### src/rtl/ls448_bus_sequencer_pkg.sv
// ls448_seq_pkg: shared types and encodings for the sn74ls448 bus sequencer.
//   state_t          : sequencer FSM states
//   SRC_A/SRC_B/SRC_C: bit index of each source in req/gnt/one-hot vectors
//   SEL_*            : transceiver {s1,s0} select encodings
//   sel_of()         : one-hot source -> select encoding
//   gates_of()       : one-hot source + destination mask -> {ga,gb,gc} (active-low)
package ls448_seq_pkg;

    localparam int unsigned NSRC = 3;
    localparam int unsigned DSTW = 2;
    localparam int unsigned SELW = 2;

    localparam int unsigned SRC_A = 2;
    localparam int unsigned SRC_B = 1;
    localparam int unsigned SRC_C = 0;

    localparam logic [SELW-1:0] SEL_A   = 2'b00;
    localparam logic [SELW-1:0] SEL_B   = 2'b01;
    localparam logic [SELW-1:0] SEL_C   = 2'b10;
    localparam logic [SELW-1:0] SEL_OFF = 2'b11;

    typedef enum logic [1:0] {
        IDLE    = 2'd0,
        SETUP   = 2'd1,
        DRIVE   = 2'd2,
        RELEASE = 2'd3
    } state_t;

    // Select encoding for a one-hot source; an empty source maps to off.
    function automatic logic [SELW-1:0] sel_of(input logic [NSRC-1:0] src_oh);
        logic [SELW-1:0] s;
        s = SEL_OFF;
        if (src_oh[SRC_A])      s = SEL_A;
        else if (src_oh[SRC_B]) s = SEL_B;
        else if (src_oh[SRC_C]) s = SEL_C;
        return s;
    endfunction

    // Destination mask is {first other port, second other port} in A,B,C order.
    // The source's own gate is never enabled.
    function automatic logic [NSRC-1:0] gates_of(input logic [NSRC-1:0] src_oh,
                                                 input logic [DSTW-1:0] mask);
        logic [NSRC-1:0] g;
        g = '1;
        if (src_oh[SRC_A]) begin
            g[SRC_B] = ~mask[1];
            g[SRC_C] = ~mask[0];
        end else if (src_oh[SRC_B]) begin
            g[SRC_A] = ~mask[1];
            g[SRC_C] = ~mask[0];
        end else if (src_oh[SRC_C]) begin
            g[SRC_A] = ~mask[1];
            g[SRC_B] = ~mask[0];
        end
        return g;
    endfunction

endpackage

### src/rtl/ls448_bus_sequencer_if.sv
// ls448_bus_sequencer_if: requester and transceiver-control bundle.
//   req/dst_a/dst_b/dst_c : requests and destination masks (master -> sequencer)
//   gnt/done/err/busy     : transfer status (sequencer -> master)
//   cs/s1/s0/ga/gb/gc     : sn74ls448 control pins (sequencer -> board)
// master: requester side; slave: the sequencer itself.
interface ls448_bus_sequencer_if;
    import ls448_seq_pkg::*;

    logic [NSRC-1:0] req;
    logic [DSTW-1:0] dst_a;
    logic [DSTW-1:0] dst_b;
    logic [DSTW-1:0] dst_c;
    logic [NSRC-1:0] gnt;
    logic            done;
    logic            err;
    logic            busy;
    logic            cs;
    logic            s1;
    logic            s0;
    logic            ga;
    logic            gb;
    logic            gc;

    modport master (
        output req, dst_a, dst_b, dst_c,
        input  gnt, done, err, busy, cs, s1, s0, ga, gb, gc
    );

    modport slave (
        input  req, dst_a, dst_b, dst_c,
        output gnt, done, err, busy, cs, s1, s0, ga, gb, gc
    );

endinterface

### src/rtl/ls448_bus_sequencer_rr_arb3.sv
// rr_arb3: combinational 3-way round-robin arbiter.
//   req  in  3 : requests, bit2=A, bit1=B, bit0=C
//   last in  3 : one-hot of the most recently served source
//   pick out 3 : one-hot winner, zero when no request
// Search order starts at the source after last, cycling A -> B -> C -> A.
module rr_arb3
    import ls448_seq_pkg::*;
(
    input  logic [NSRC-1:0] req,
    input  logic [NSRC-1:0] last,
    output logic [NSRC-1:0] pick
);

    always_comb begin
        pick = '0;
        unique case (last)
            3'b100: begin
                if (req[SRC_B])      pick[SRC_B] = 1'b1;
                else if (req[SRC_C]) pick[SRC_C] = 1'b1;
                else if (req[SRC_A]) pick[SRC_A] = 1'b1;
            end
            3'b010: begin
                if (req[SRC_C])      pick[SRC_C] = 1'b1;
                else if (req[SRC_A]) pick[SRC_A] = 1'b1;
                else if (req[SRC_B]) pick[SRC_B] = 1'b1;
            end
            // last = C (reset value) and any corrupt pointer restart at A
            default: begin
                if (req[SRC_A])      pick[SRC_A] = 1'b1;
                else if (req[SRC_B]) pick[SRC_B] = 1'b1;
                else if (req[SRC_C]) pick[SRC_C] = 1'b1;
            end
        endcase
    end

endmodule

### src/rtl/ls448_bus_sequencer.sv
// ls448_bus_sequencer: sole controller of one sn74ls448 tridirectional transceiver.
//   clk : rising-edge clock
//   rst : synchronous reset, active-high
//   bus : ls448_bus_sequencer_if.slave (requests, masks, status, transceiver pins)
// Arbitrates A/B/C round-robin, then runs SETUP -> DRIVE(HOLD) -> RELEASE.
// Every output is a register loaded from the current state, so pins trail the
// state by one cycle and select/gate changes land on separate edges.
module ls448_bus_sequencer
    import ls448_seq_pkg::*;
#(
    parameter int unsigned HOLD = 2,
    parameter int unsigned CW   = 4
) (
    input  logic                 clk,
    input  logic                 rst,
    ls448_bus_sequencer_if.slave bus
);

    state_t          state, state_d;
    logic [NSRC-1:0] last_q, last_d;
    logic [NSRC-1:0] src_q, src_d;
    logic [DSTW-1:0] mask_q, mask_d;
    logic [CW-1:0]   cnt_q, cnt_d;

    logic [NSRC-1:0] pick;
    logic [DSTW-1:0] pick_mask;

    logic            cs_q, cs_d;
    logic [SELW-1:0] sel_q, sel_d;
    logic [NSRC-1:0] g_q, g_d;
    logic [NSRC-1:0] gnt_q, gnt_d;
    logic            done_q, done_d;
    logic            err_q, err_d;
    logic            busy_q, busy_d;

    rr_arb3 u_arb (
        .req  (bus.req),
        .last (last_q),
        .pick (pick)
    );

    // Destination mask belonging to the arbitration winner.
    always_comb begin
        pick_mask = '0;
        if (pick[SRC_A])      pick_mask = bus.dst_a;
        else if (pick[SRC_B]) pick_mask = bus.dst_b;
        else if (pick[SRC_C]) pick_mask = bus.dst_c;
    end

    // State, latches, pointer and output-register next values.
    always_comb begin
        state_d = state;
        last_d  = last_q;
        src_d   = src_q;
        mask_d  = mask_q;
        cnt_d   = cnt_q;
        cs_d    = 1'b1;
        sel_d   = SEL_OFF;
        g_d     = '1;
        gnt_d   = '0;
        done_d  = 1'b0;
        err_d   = 1'b0;
        busy_d  = 1'b1;

        unique case (state)
            IDLE: begin
                busy_d = 1'b0;
                if (pick != '0) begin
                    if (pick_mask == '0) begin
                        // nothing to drive: report and skip past this source
                        err_d  = 1'b1;
                        last_d = pick;
                    end else begin
                        src_d   = pick;
                        mask_d  = pick_mask;
                        cnt_d   = '0;
                        state_d = SETUP;
                    end
                end
            end
            SETUP: begin
                cs_d    = 1'b0;
                sel_d   = sel_of(src_q);
                gnt_d   = src_q;
                state_d = DRIVE;
            end
            DRIVE: begin
                cs_d  = 1'b0;
                sel_d = sel_of(src_q);
                gnt_d = src_q;
                g_d   = gates_of(src_q, mask_q);
                if (cnt_q == CW'(HOLD - 1)) begin
                    state_d = RELEASE;
                end else begin
                    cnt_d = cnt_q + CW'(1);
                end
            end
            RELEASE: begin
                cs_d    = 1'b0;
                sel_d   = sel_of(src_q);
                gnt_d   = src_q;
                done_d  = 1'b1;
                last_d  = src_q;
                state_d = IDLE;
            end
            default: begin
                state_d = IDLE;
            end
        endcase
    end

    // State and latch registers; last = C so A wins first after reset.
    always_ff @(posedge clk) begin
        if (rst) begin
            state  <= IDLE;
            last_q <= 3'b001;
            src_q  <= '0;
            mask_q <= '0;
            cnt_q  <= '0;
        end else begin
            state  <= state_d;
            last_q <= last_d;
            src_q  <= src_d;
            mask_q <= mask_d;
            cnt_q  <= cnt_d;
        end
    end

    // Output registers.
    always_ff @(posedge clk) begin
        if (rst) begin
            cs_q   <= 1'b1;
            sel_q  <= SEL_OFF;
            g_q    <= '1;
            gnt_q  <= '0;
            done_q <= 1'b0;
            err_q  <= 1'b0;
            busy_q <= 1'b0;
        end else begin
            cs_q   <= cs_d;
            sel_q  <= sel_d;
            g_q    <= g_d;
            gnt_q  <= gnt_d;
            done_q <= done_d;
            err_q  <= err_d;
            busy_q <= busy_d;
        end
    end

    assign bus.cs   = cs_q;
    assign bus.s1   = sel_q[1];
    assign bus.s0   = sel_q[0];
    assign bus.ga   = g_q[SRC_A];
    assign bus.gb   = g_q[SRC_B];
    assign bus.gc   = g_q[SRC_C];
    assign bus.gnt  = gnt_q;
    assign bus.done = done_q;
    assign bus.err  = err_q;
    assign bus.busy = busy_q;

endmodule
### src/flat_wrapper.sv
// flat-port wrapper written by rule: the top's interface ports become plain ports
module ls448_bus_sequencer_flat import ls448_seq_pkg::*;
#(
    parameter int unsigned HOLD = 2,
    parameter int unsigned CW   = 4
)
  (clk, rst, bus_req, bus_dst_a, bus_dst_b, bus_dst_c, bus_gnt, bus_done, bus_err, bus_busy, bus_cs, bus_s1, bus_s0, bus_ga, bus_gb, bus_gc);
  ls448_bus_sequencer_if bus_i ();
  input  logic clk;
  input  logic rst;
  input wire logic [$bits(bus_i.req)-1:0] bus_req;
  input wire logic [$bits(bus_i.dst_a)-1:0] bus_dst_a;
  input wire logic [$bits(bus_i.dst_b)-1:0] bus_dst_b;
  input wire logic [$bits(bus_i.dst_c)-1:0] bus_dst_c;
  output wire logic [$bits(bus_i.gnt)-1:0] bus_gnt;
  output wire logic [$bits(bus_i.done)-1:0] bus_done;
  output wire logic [$bits(bus_i.err)-1:0] bus_err;
  output wire logic [$bits(bus_i.busy)-1:0] bus_busy;
  output wire logic [$bits(bus_i.cs)-1:0] bus_cs;
  output wire logic [$bits(bus_i.s1)-1:0] bus_s1;
  output wire logic [$bits(bus_i.s0)-1:0] bus_s0;
  output wire logic [$bits(bus_i.ga)-1:0] bus_ga;
  output wire logic [$bits(bus_i.gb)-1:0] bus_gb;
  output wire logic [$bits(bus_i.gc)-1:0] bus_gc;
  assign bus_i.req = bus_req;
  assign bus_i.dst_a = bus_dst_a;
  assign bus_i.dst_b = bus_dst_b;
  assign bus_i.dst_c = bus_dst_c;
  assign bus_gnt = bus_i.gnt;
  assign bus_done = bus_i.done;
  assign bus_err = bus_i.err;
  assign bus_busy = bus_i.busy;
  assign bus_cs = bus_i.cs;
  assign bus_s1 = bus_i.s1;
  assign bus_s0 = bus_i.s0;
  assign bus_ga = bus_i.ga;
  assign bus_gb = bus_i.gb;
  assign bus_gc = bus_i.gc;
  ls448_bus_sequencer #(.HOLD(HOLD), .CW(CW)) u_core (.clk(clk), .rst(rst), .bus(bus_i));
endmodule
### config.mk
export PLATFORM = sky130hd
export DESIGN_NAME = ls448_bus_sequencer_flat
export DESIGN_NICKNAME = d
export VERILOG_FILES = /design/src/rtl/ls448_bus_sequencer_pkg.sv /design/src/rtl/ls448_bus_sequencer_if.sv /design/src/rtl/ls448_bus_sequencer_rr_arb3.sv /design/src/rtl/ls448_bus_sequencer.sv /design/src/flat_wrapper.sv
export SDC_FILE = /design/constraint.sdc
export NUM_CORES = 1
export LEC_CHECK = 0
export CAP_MARGIN = 20
export CELL_PAD_IN_SITES_DETAIL_PLACEMENT = 1
export CELL_PAD_IN_SITES_GLOBAL_PLACEMENT = 1
export CORE_UTILIZATION = 38
export CTS_CLUSTER_DIAMETER = 50
export DETAILED_ROUTE_END_ITERATION = 7
export PLACE_DENSITY_LB_ADDON = 0.1
export SETUP_SLACK_MARGIN = 0.5
export SYNTH_ARGS = -nofsm -noshare
export SYNTH_HDL_FRONTEND = slang
export SYNTH_SLANG_ARGS = --single-unit
export TNS_END_PERCENT = 5
### constraint.sdc
create_clock -name clk -period 3.6 [get_ports clk]
set_clock_uncertainty 0.05 [all_clocks]
set_input_delay 0.9 -clock clk [delete_from_list [all_inputs] [get_ports clk]]
set_output_delay 0.9 -clock clk [all_outputs]
set_load 0.02 [all_outputs]
==> results of run 1 <==
==> metal layers <==
metal | global-route usage | routed length (µm)
met5 | 0 | 0
met1 | 0.233 | 1350
met2 | 0.311 | 1410
met4 | 0.0797 | 42
met3 | 0.0346 | 79
==> cells in the final DEF (no fill, tap or decap), types with 2 or more instances in the layout <==
cell	netlist	final
or2b_1	3	3
nand3_1	4	4
inv_1	10	10
nand3b_1	3	3
ha_1	5	5
and2_1	2	2
dfxtp_1	26	26
o21ai_0	10	10
nor2_1	6	6
a32o_1	2	2
buf_4	0	2
a21oi_1	8	8
nor2b_1	5	5
a221o_1	3	3
nor4b_1	3	3
clkdlybuf4s50_1	0	21
mux2i_1	3	3
nand2b_1	3	3
o211ai_1	2	2
nor3b_1	4	4
clkbuf_4	0	3
a211o_1	2	2
nand2_1	12	12
==> logic make-up after synthesis <==
group,synth area share
AOI/OAI and AO/OA,0.233
xor gates and xnor gates,0.00689
adders and majority gates,0.0492
buffers and inverters,0.0423
DFF,0.409
muxes,0.0325
and+or+nand+nor,0.226
==> registers in the layout, summed over array words and instances, names as in the netlist <==
| name | count |
|---|---|
| u_core.g_q | 3 |
| u_core.bus.err | 1 |
| u_core.bus.gnt | 3 |
| u_core.mask_q | 2 |
| u_core.state | 2 |
| u_core.sel_q | 2 |
| u_core.bus.cs | 1 |
| u_core.bus.busy | 1 |
| u_core.cnt_q | 4 |
| u_core.bus.done | 1 |
| u_core.src_q | 3 |
| u_core.last_q | 3 |
==> worst paths after layout <==
check	from	end	slack, ns	depth (start not counted)
max	bus_req[1]	u_core.src_q[0]	0.59	7
min	u_core.mask_q[1]	u_core.g_q[2]	0.39	1
max reg2reg	u_core.last_q[2]	u_core.src_q[0]	1.28	6
min reg2reg	u_core.mask_q[1]	u_core.g_q[2]	0.39	1
==> power by group <==
part / switching, µW / internal [µW] / total (µW)
Sequential: 40.4 / 333 / 373
Clock: 87.5 / 62.0 / 150
Combinational: 167 / 132 / 299
Total: 295 / 527 / 822
==> cell type report <==
cell class	instances	area, µm²	area share
flip-flops and latches	26	520	0.329
inverters	10	37.5	0.0237
clock buffers	4	36.3	0.0229
repair buffers	24	238	0.150
multi-input cells	98	697	0.440
well taps	44	55.1	0.0348
==> critical path, cell delays in order <==
cell and delay (ns):
clkdlybuf4s50_1 0.58, nor2_1 0.09, o31a_1 0.35, a221o_2 0.46
a22oi_1 0.51, o21ai_0 0.15, a21oi_1 0.17
==> stage by stage <==
| step | hold WS [ns] | power, µW | cell area [µm²] |
|---|---|---|---|
| CTS | 0.396 | 819 | 1570 |
| detailed placement | 0.363 | 671 | 1530 |
| finish | 0.394 | 822 | 1580 |
| global placement | 0.361 | 663 | 1530 |
| global route | 0.418 | 878 | 1580 |
| floorplan | 0.337 | 570 | 1270 |
==> what timing repair did <==
action / CTS / global route
gates resized for setup: 0 / 1
setup endpoints to repair: 0 / 4
setup buffers: 0 / 2
==> summary.txt, run 1 <==
Outcome
  • Status: completed

Finish
  • Final Util: 0.510
  • Final Non-Filler Cells: 206
  • Area grow syn2layout: 24.6%
  • Final net count: 179
  • N_diodes: 0
  • Fill count: 385
  • Layout cells sized above 1: 0.0617

Timing
  • Max Fclk: 332 MHz
  • Setup WS post-layout: 0.588 ns
  • Setup TNS: 0 ns
  • Period minus WS final: 3.01 ns
  • Final hold vios: 0
  • Worst relative slew slack: 0.547
  • Setup repair after global routing missed its margin: false
  • Period utilization: 0.837
  • Final setup violation count: 0
  • Slew Limit Fails: 0
  • Worst-Margin Slew: 0.678 ns

Setup path
  • Worst Setup End Kind: flop
  • Kind of start point of the critical path: input port
  • CP required: 3.80 ns
  • CP Max Fanout: 7
  • CP Data Arrival Time: 3.21 ns
  • Setup CP Type: input port to flop

GRT
  • Remaining global-route overflow: 0
  • Total GRT Usage: 0.186
  • First-pass GRT wire length: 5010 µm
  • Antenna violations before repair: 0
  • Pin count of the biggest net entering global routing: 19
  • Vias in the first global route: 1106

Synthesis
  • Number of synthesized register bits: 26
  • Async SR Flop Fraction: 0
  • Post-synth cell types: 40
  • Post-synth EDFFs: 0
  • Largest cells by area after synthesis: dfxtp_1 (41%), ha_1 (4.9%), o21ai_0 (3.9%)
  • Register area share after synthesis: 0.409
  • Top cells by count, synth: dfxtp_1 (26), nand2_1 (12), inv_1 (10), o21ai_0 (10), a21oi_1 (8)
  • Cells after synthesis: 138
  • Synth Warn #: 0
  • Most used DFF post-synth: dfxtp_1
  • Syn_area_per_cell: 9.21 µm²
  • Syn nets: 154
  • Most common cell in the synthesized netlist: dfxtp_1
  • Post-synth top area share: 0.409
  • Leading area contributor after synthesis: dfxtp_1
  • Synth Cell Area: 1270 µm²

Place
  • DP Worst Slack: 0.232 ns
  • Gpl congestion: 0.791
  • PortBufs: 22
  • DP Cell Count: 200
  • Post-DP HPWL: 2210 µm

Floorplan
  • CORE AREA: 3100 µm²
  • Top-Level Pins: 23
  • Area of the die: 3580 µm²
  • Rows: 20
  • Die width: 59.8 µm
  • Die H: 59.8 µm
  • Initial core utilization: 0.410

CTS
  • CTS Buffer Depth: 2
  • Clk root buf: clkbuf_4
  • Worst-skew pair later-pin latency: 0.33 ns
  • H-tree depth: 1
  • CTS tree: built
  • CTS Hold Bufs: 0
  • CTS sink cnt: 26
  • Total CTS buffers: 3
  • Clock transition at path regs: 0.14 ns

Power and ir drop
  • Leak: 0.000595 µW
  • Worst IR Drop VDD: 0.000188 V
  • P per Cell Area: 519 nW/µm²

Hold path
  • Hold Crit Class: flop to flop

Routing
  • First-pass DRT Iterations: 4
  • DR vias/cell: 5.40
  • Initial drt markers: 21
  • Drt wl/cell: 14.0 µm
  • Final ANT Viol Nets: 0
  • Post-Route WL: 2880 µm
  • DR DRC count: 0
  • Vias: 1112

Job
  • Max-Cap Viols: 0
No activity file was read; power rests on OpenSTA's default activity.
==> run 2: changes to the inputs <==
--- a/config.mk
+++ b/config.mk
@@ -8,7 +8,7 @@
 export CAP_MARGIN = 20
 export CELL_PAD_IN_SITES_DETAIL_PLACEMENT = 1
 export CELL_PAD_IN_SITES_GLOBAL_PLACEMENT = 1
-export CORE_UTILIZATION = 38
+export CORE_UTILIZATION = 35
 export CTS_CLUSTER_DIAMETER = 50
 export DETAILED_ROUTE_END_ITERATION = 7
 export PLACE_DENSITY_LB_ADDON = 0.1
==> constraint.sdc (replaced) <==
create_clock -name clk -period 2.4 [get_ports clk]
set_clock_uncertainty 0.05 [all_clocks]
set_input_delay 0.6 -clock clk [delete_from_list [all_inputs] [get_ports clk]]
set_output_delay 0.6 -clock clk [all_outputs]
set_load 0.02 [all_outputs]
==> summary.txt, run 2 (same netlist as run 1, synthesis figures left out) <==
Outcome
  • Status: completed

Power and ir drop
  • Worst IR Drop VDD: 0.000350 V (+86%)
  • Leak: 0.000650 µW (+9.3%)
  • P per Cell Area: 798 nW/µm² (+54%)

Setup path
  • CP Max Fanout: 6 (-1)
  • R2R cell count: 6 (unchanged)
  • Kind of start point of the critical path: input port
  • CP Data Arrival Time: 2.40 ns (-0.81 ns)
  • Setup CP Type: input port to flop
  • Worst Setup End Kind: flop
  • CP required: 2.63 ns (-1.17 ns)

Finish
  • N_diodes: 0 (unchanged)
  • Area grow syn2layout: 34.0%
  • Most frequent cells in the layout: dfxtp_1 (23), clkdlybuf4s50_1 (19), buf_4 (13)
  • Final Non-Filler Cells: 219 (+6.3%)
  • Cell area after layout: 1700 µm² (+7.5%)
  • Layout cells sized above 1: 0.156 (+0.0943)
  • Final net count: 190 (+6.1%)
  • Commonest non-fill, non-tap cell in the layout: dfxtp_1
  • Final Util: 0.499 (-0.0119)
  • Top reg by flops: u_core.cnt_q
  • Max reg flops: 4 (unchanged)

Routing
  • DR vias/cell: 5.36 (-0.69%)
  • Post-Route WL: 3330 µm (+15%)
  • Initial drt markers: 59 (+180%)
  • Drt wl/cell: 15.2 µm (+8.5%)
  • Final ANT Viol Nets: 0 (unchanged)
  • DR DRC count: 0 (unchanged)
  • First-pass DRT Iterations: 6 (+2)
  • Vias: 1174 (+5.6%)

CTS
  • CTS sink cnt: 26 (unchanged)
  • CTS Hold Bufs: 0 (unchanged)
  • Total CTS buffers: 3 (unchanged)
  • Clock transition at path regs: 0.15 ns (about the same)
  • Clk root buf: clkbuf_4
  • Worst-skew pair later-pin latency: 0.33 ns (about the same)
  • CTS tree: built
  • CTS Buffer Depth: 2 (unchanged)
  • H-tree depth: 1 (unchanged)

Hold path
  • Hold Crit Class: flop to flop
  • WHS Path Cells: 1 (unchanged)

Timing
  • Period utilization: 0.905
  • Final hold vios: 0 (unchanged)
  • Final setup violation count: 0 (unchanged)
  • Worst relative slew slack: 0.724 (+0.177)
  • Period minus WS final: 2.17 ns
  • Slew Limit Fails: 0 (unchanged)
  • Setup WS post-layout: 0.229 ns (-0.359 ns)
  • Setup repair after global routing missed its margin: true
  • Worst-Margin Slew: 0.410 ns (-0.268 ns)
  • Max Fclk: 461 MHz

Job
  • Max-Cap Viols: 0 (unchanged)

Place
  • DP Worst Slack: -0.491 ns (-0.723 ns)
  • DP Cell Count: 213 (+6.5%)
  • Post-DP HPWL: 2520 µm (+14%)
  • PortBufs: 22 (unchanged)
  • Cell Area, Placed: 1620 µm² (+5.6%)
  • Gpl congestion: 0.779 (-1.4%)

GRT
  • Remaining global-route overflow: 0 (unchanged)
  • Antenna violations before repair: 0 (unchanged)
  • First-pass GRT wire length: 5510 µm (+10%)
  • Vias in the first global route: 1186 (+7.2%)
  • Total GRT Usage: 0.179 (-0.00715)
  • Pin count of the biggest net entering global routing: 16 (-3)

Floorplan
  • Area of the die: 3880 µm² (+8.3%)
  • Top-Level Pins: 23 (unchanged)
  • CORE AREA: 3420 µm² (+10%)
  • Die H: 62.3 µm (+4.1%)
  • Initial core utilization: 0.372 (-0.0375)
  • Rows: 21 (+5.0%)
  • Die width: 62.3 µm (+4.1%)
-- run 2: worst max-delay path: stages --
cell and delay [ns]:
clkdlybuf4s15_1 0.21, inv_1 0.06, o311a_4 0.38, a221o_2 0.36
a221o_1 0.39, a221o_1 0.34, nand2_1 0.05
-- run 2: worst paths after layout --
path / startpoint / slack (ns) / end
worst max-delay path: bus_req[0] / 0.23 / u_core.last_q[1]
worst min-delay path: u_core.mask_q[0] / 0.40 / u_core.g_q[0]
worst max register to register: u_core.last_q[2] / 0.25 / u_core.last_q[1]
worst min register to register: u_core.mask_q[0] / 0.40 / u_core.g_q[0]
-- run 2: what timing repair did --
| action | in CTS | in global routing |
|---|---|---|
| cloned | 0 | 0 |
| setup buffers | 1 | 1 |
| resized for setup | 12 | 4 |
| pin swaps | 4 | 6 |
| setup endpoints to repair | 27 | 27 |
-- run 2: report_power, final --
| group | total (µW) | internal [µW] | switching, µW |
|---|---|---|---|
| clock | 308 | 169 | 139 |
| sequential | 573 | 502 | 70.9 |
| combinational | 477 | 221 | 257 |
-- run 2: per-layer routing --
metal	vias to the layer above	global-route usage	part of all wire
li1	574	-	-
met1	578	0.218	0.46
met2	18	0.317	0.50
met3	4	0.0294	0.032
met4	0	0.0610	0.0093
met5	-	0	0
-- run 2: final cells by class --
type | instances | area (µm²)
Sequential cell | 26 | 527
Tap cell | 46 | 57.6
Inverter | 10 | 37.5
Clock inverter | 1 | 30.0
Timing Repair Buffer | 35 | 313
Clock buffer | 3 | 22.5
Fill cell | 409 | 1710
Multi-Input combinational cell | 98 | 716
-- run 2: stage by stage --
step | setup TNS [ns] | power, µW | hold WS (ns)
6_report | 0 | 1360 | 0.401
5_1_grt | 0 | 1450 | 0.395
4_1_cts | 0 | 1360 | 0.402
3_5_place_dp | -5.69 | 1050 | 0.372
3_3_place_gp | -5.08 | 1030 | 0.360
2_1_floorplan | 0 | 855 | 0.337
